--- src/rtl/dcache_meta_array.sv ---
// dcache_meta_array: per-set/way tag and coherence metadata with post-reset invalidation sweep
module dcache_meta_array #(
  parameter int N_SETS = 128,
  parameter int IDX_W  = 7,
  parameter int N_WAYS = 1,
  parameter int TAG_W  = 19,
  parameter int COH_W  = 2
) (
  input  logic                      clk,
  input  logic                      reset,
  output logic                      io_write_ready,
  input  logic                      io_write_valid,
  input  logic [IDX_W-1:0]          io_write_bits_idx,
  input  logic [N_WAYS-1:0]         io_write_bits_way_en,
  input  logic [TAG_W-1:0]          io_write_bits_data_tag,
  input  logic [COH_W-1:0]          io_write_bits_data_coh_state,
  output logic                      io_read_ready,
  input  logic                      io_read_valid,
  input  logic [IDX_W-1:0]          io_read_bits_idx,
  output logic                      io_resp_valid,
  output logic [N_WAYS*TAG_W-1:0]   io_resp_tag,
  output logic [N_WAYS*COH_W-1:0]   io_resp_coh_state,
  output logic                      io_init_done
);
  typedef enum logic {INIT, RUN} state_t;
  state_t                    state_q, state_d;
  logic [IDX_W:0]            rst_cnt_q, rst_cnt_d;
  logic                      resp_valid_q, resp_valid_d;
  logic [N_WAYS*TAG_W-1:0]   resp_tag_q, resp_tag_d, rd_tag;
  logic [N_WAYS*COH_W-1:0]   resp_coh_q, resp_coh_d, rd_coh;
  logic [TAG_W-1:0]          tag_mem [N_SETS][N_WAYS];
  logic [COH_W-1:0]          coh_mem [N_SETS][N_WAYS];
  logic                      wr_en, rd_fire;
  logic [IDX_W-1:0]          wr_idx;
  logic [N_WAYS-1:0]         wr_mask;
  logic [TAG_W-1:0]          wr_tag;
  logic [COH_W-1:0]          wr_coh;

  assign io_init_done      = state_q == RUN;
  assign io_write_ready    = state_q == RUN;
  assign io_read_ready     = (state_q == RUN) && !io_write_valid;
  assign io_resp_valid     = resp_valid_q;
  assign io_resp_tag       = resp_tag_q;
  assign io_resp_coh_state = resp_coh_q;

  // sweep counter advances every INIT cycle; its carry into the top bit marks the last set
  always_comb begin
    rst_cnt_d = state_q == INIT ? rst_cnt_q + 1'b1 : rst_cnt_q;
    state_d   = (state_q == INIT && rst_cnt_d[IDX_W]) ? RUN : state_q;
  end

  // single storage write port shared by the sweep and the arbiter's write
  always_comb begin
    wr_en   = (state_q == INIT) || (io_write_valid && io_write_ready);
    wr_idx  = state_q == INIT ? rst_cnt_q[IDX_W-1:0] : io_write_bits_idx;
    wr_mask = state_q == INIT ? '1 : io_write_bits_way_en;
    wr_tag  = state_q == INIT ? '0 : io_write_bits_data_tag;
    wr_coh  = state_q == INIT ? '0 : io_write_bits_data_coh_state;
  end

  // gather all ways of the requested set and hold the response when no read fires
  always_comb begin
    rd_fire = io_read_valid && io_read_ready;
    rd_tag  = '0;
    rd_coh  = '0;
    for (int w = 0; w < N_WAYS; w++) begin
      rd_tag[w*TAG_W +: TAG_W] = tag_mem[io_read_bits_idx][w];
      rd_coh[w*COH_W +: COH_W] = coh_mem[io_read_bits_idx][w];
    end
    resp_valid_d = rd_fire;
    resp_tag_d   = rd_fire ? rd_tag : resp_tag_q;
    resp_coh_d   = rd_fire ? rd_coh : resp_coh_q;
  end

  // control and response registers; reset drops any in-flight response
  always_ff @(posedge clk or posedge reset) begin
    if (reset) begin
      state_q      <= INIT;
      rst_cnt_q    <= '0;
      resp_valid_q <= 1'b0;
      resp_tag_q   <= '0;
      resp_coh_q   <= '0;
    end else begin
      state_q      <= state_d;
      rst_cnt_q    <= rst_cnt_d;
      resp_valid_q <= resp_valid_d;
      resp_tag_q   <= resp_tag_d;
      resp_coh_q   <= resp_coh_d;
    end
  end

  // storage cells carry no reset; the sweep clears them
  always_ff @(posedge clk) begin
    for (int w = 0; w < N_WAYS; w++) begin
      if (wr_en && wr_mask[w]) begin
        tag_mem[wr_idx][w] <= wr_tag;
        coh_mem[wr_idx][w] <= wr_coh;
      end
    end
  end
endmodule

--- config.mk ---
export PLATFORM = sky130hd
export DESIGN_NAME = dcache_meta_array
export DESIGN_NICKNAME = d
export VERILOG_FILES = /design/src/rtl/dcache_meta_array.sv
export SDC_FILE = /design/constraint.sdc
export NUM_CORES = 2
export LEC_CHECK = 0
export ABC_AREA = 1
export ABC_CLOCK_PERIOD_IN_PS = 6300
export BUFFER_PORTS_ARGS = -buffer_cell sky130_fd_sc_hd__buf_2
export CAP_MARGIN = 5
export CORE_ASPECT_RATIO = 1.1
export CORE_UTILIZATION = 55
export DETAILED_ROUTE_END_ITERATION = 10
export PLACE_DENSITY = 0.71
export SLEW_MARGIN = 0
export SYNTH_ARGS = -nofsm -noshare
export SYNTH_HDL_FRONTEND = slang
export SYNTH_SLANG_ARGS = --single-unit
--- constraint.sdc ---
create_clock -name clk -period 6.3 [get_ports clk]
set_input_delay 0.945 -clock clk [delete_from_list [all_inputs] [get_ports clk]]
set_output_delay 0.945 -clock clk [all_outputs]
set_load 0.03 [all_outputs]
==> summary.txt <==
Status
  – Run status: finished, final reports clean

Clock network
  – H-tree levels: 5
  – Quantity of gates resized following cts: 0
  – Clock latency of the later-clocked register in the worst-skew pair: around 0.97 ns
  – Maximum clock path buffer count: 4
  – CTS Buf Count: roughly 280
  – Root buffer selected by CTS: sky130_fd_sc_hd__clkbuf_16
  – Number of buffers added to fix hold violations after cts: 0
  – Count of clock tree sinks: about 2700
  – Postcts setup bufs: 0
  – CTS tree: yes
  – Clock-pin slew of the registers on the worst-case setup and hold paths: 0.06 ns

STA
  – Slew at the pin with the worst max-slew slack: 1.31 ns
  – Sum Neg Setup Slack: 0 ns
  – Endpoints failing hold: 0
  – Max Transition Viols Final: 0
  – Min Tclk post-route: 4.47 ns
  – Clock skew after layout: roughly 0.05 ns
  – Unrepaired setup endpoints after global routing: no
  – Headroom to the max-slew limit: between 10% and 20%
  – Max frequency: 224 MHz
  – Final Cycle Share: roughly 71%
  – Minimum setup slack in the final design: 1.83 ns
  – Finish-stage setup viols: 0

Layout
  – Synth-to-Final Area Change: 9.50%
  – Final standard cell count with taps included and fillers excluded: around 12000
  – Final Core Density: 60.8%
  – Most frequent standard cell in the layout excluding fill and tap cells: sky130_fd_sc_hd__nand2_1
  – Filler instances: between 10000 and 15000
  – Register Area: just over 80000 sq um
  – Commonest non-fill, non-tap cells in the layout: sky130_fd_sc_hd__nand2_1 (2819), sky130_fd_sc_hd__edfxtp_1 (2688), sky130_fd_sc_hd__nand3_1 (2647)
  – Nets@finish: ~9000
  – Multi-input logic area: between 20000 and 30000 sq um
  – Fraction of final layout cells with drive strength greater than 1: ~8.4%

Worst setup path
  – Maximum net fanout on the critical path: 35
  – Endpoint type of the worst setup path: flip-flop
  – CP Launch Type: flip-flop
  – Worst Path Class, Setup: flip-flop to flip-flop
  – Required time at the endpoint of the critical path: 6.83 ns
  – Crit path arrival time: 5.00 ns

Pwr
  – LEAKAGE: 40.7 nW
  – Clock share of power: 41.7%
  – Post-layout power: roughly 37 mW
  – Internal power consumption: around 29 mW
  – Power share of the combinational group: around 5.3%
  – Net switching power of the design: slightly above 8 mW
  – Net Sw Frac: between 20% and 30%
  – Largest vdd supply drop: 0.280 mV
  – Pwr Density: 307 nW/um^2
  – Register share of total power: between 50% and 60%

Yosys
  – Compound-gate portion of the synthesized area: 0.0535%
  – FF+latch count, synth: between 2000 and 3000
  – Area share of the largest cell type after synthesis: 73.4%
  – Synthesized-area fraction occupied by xor and xnor cells: 0.0557%
  – Post-Syn Area: roughly 110000 sq um
  – Number of library cell types mapped by synthesis: 35
  – Mean post-synth cell area: 12.2 sq um
  – Cell types with the largest area share after synthesis: sky130_fd_sc_hd__edfxtp_1 (73%), sky130_fd_sc_hd__nand3_1 (12%), sky130_fd_sc_hd__nand2_1 (9.6%)
  – Adder-Cell Fraction of Synth Area: 0.0114%
  – Largest area contributor in the netlist: sky130_fd_sc_hd__edfxtp_1
  – Share of cell area taken by muxes after synthesis: 0%
  – Warnings, synthesis: 0
  – Basic-gate share of the synthesized area counting and, or, nand and nor cells: 22.3%
  – Number of cells produced by synthesis: 9023
  – Largest family of logic cells by synthesized area: simple AND/OR/NAND/NOR gates
  – Share of the yosys chip area belonging to registers: approximately three quarters
  – Syn_nets: approximately 9000

Die
  – X dimension of the die: between 400 and 500 microns
  – Area enclosed by the die boundary: just over 200000 sq um
  – Starting Density: between 50 and 60%
  – IO Count: between 60 and 70
  – Vertical extent of the die: between 400 and 500 microns
  – FP Rows: roughly 170
  – Area of the core region: a little under 200000 sq um

Routing
  – DRC violations left: 0
  – Sum of routed wire length over all layers: about 310000 microns
  – Drt via density: about 6.2
  – First-pass iteration count of the detailed router: 6
  – DR WL/cell: around 26 microns
  – Remaining antenna violation count after routing: 0
  – Drt initial violations: about 11000
  – Via count of the routed design: between 70000 and 80000

Placement
  – DP Worst Slack: 1.86 ns
  – Estimated wirelength of the detail-placed design: 169000 microns
  – Number of buffer cells added on primary ports: 64
  – Inst Count DP: 11300
  – Last weighted congestion value of the routability-driven placer: about 0.9

Global routing
  – Grt total ovfl: 0
  – Global-route wire length before repair: about 450000 microns
  – Total routing resource utilization after global routing: between 30% and 40%
  – Antenna violations before repair: 6
  – Vias in the first global route: between 60000 and 70000
  – Pin count of the biggest net entering global routing: between 200 and 250

Flow run
  – Max capacitance violation total: 0

Worst hold path
  – Type of the worst min-delay path: input pin to asynchronous set/reset pin
logic make-up after synthesis:
| kind of cell | count (synthesis) |
|---|---|
| compound gates | 8 |
| xor+xnor | 7 |
| fa+ha+maj | 1 |
| buf+inv | 657 |
| flops | 2719 |
| simple gates | 5631 |
synthesized netlist by cell type (all sizes together):
cell,count
and3,1
nand4,4
nand2,2822
xor2,5
nand3,2651
or2,4
dfrtp,31
inv,48
o21ai,5
nor4,3
clkinv,2
a21oi,3
xnor2,2
buf,516
ha,1
edfxtp,2688
nor3,4
clkbuf,91
nor2,142
critical path: stages, from the launching register on:
cell and delay [ns]:
sky130_fd_sc_hd__dfrtp_2 1.00, sky130_fd_sc_hd__nor2_1 0.16, sky130_fd_sc_hd__a21oi_2 0.29, sky130_fd_sc_hd__inv_1 0.16
sky130_fd_sc_hd__nor3_1 0.24, sky130_fd_sc_hd__nand2_1 0.69, sky130_fd_sc_hd__buf_4 0.53, sky130_fd_sc_hd__nor2_2 0.94
through the flow:
step	hold slack, ns	area, sq um
4_1_cts	0.104	120000
6_report	0.111	120000
2_1_floorplan	0.468	110000
3_3_place_gp	0.490	112000
3_5_place_dp	0.463	112000
5_1_grt	0.130	120000
flip-flops by register name, summed over array words and instances (netlist names):
register and cells:
tag_mem 2432, io_resp_valid 1, rst_cnt_q 8, coh_mem 256, io_resp_coh_state 2, io_init_done 1, io_resp_tag 19
power by group through the flow:
stage | Sequential [mW] | Clock [mW] | Combinational (mW)
3_5_place_dp | 20.0 | 0 | 1.92
5_1_grt | 19.6 | 16.2 | 2.13
3_3_place_gp | 20.0 | 0 | 1.88
2_1_floorplan | 20.0 | 0 | 1.33
4_1_cts | 19.6 | 15.5 | 1.94
6_report | 19.6 | 15.5 | 1.97
layout make-up:
cell class	count	area share (%)
repair buffers	247	1.76
clock inverters	100	0.682
clock buffers	358	6.20
multi-input cells	5647	20.8
well taps	2595	2.70
diodes	4	0.00831
flip-flops and latches	2719	67.7
inverters	50	0.238
path summary, 6_finish.rpt:
| kind | startpoint | to | slack [ns] | cells past startpoint |
|---|---|---|---|---|
| worst max-delay path | io_init_done | tag_mem[37][8] | 1.83 | 7 |
| worst min-delay path | reset | rst_cnt_q[7] | 0.11 | 3 |
| worst max register to register | io_init_done | tag_mem[37][8] | 1.83 | 7 |
| worst min register to register | io_resp_tag[9] | io_resp_tag[9] | 0.49 | 2 |
| max in group asynchronous | reset | io_resp_tag[10] | 5.73 | 3 |
| min in group clk | io_resp_tag[9] | io_resp_tag[9] | 0.49 | 2 |
routing by layer:
layer  global-route usage, %  wire length, microns  part of all wire, %  vias to the layer above
li1                        -                     -                    -                    31900
met1                    40.2                113000                   37                    35400
met2                    46.5                143000                   46                     4516
met3                    5.41                 31900                   10                      798
met4                    17.8                 20300                  6.6                        4
met5                       0                    27               0.0088                        -
Note: power is estimated with default switching activity, not from simulation.
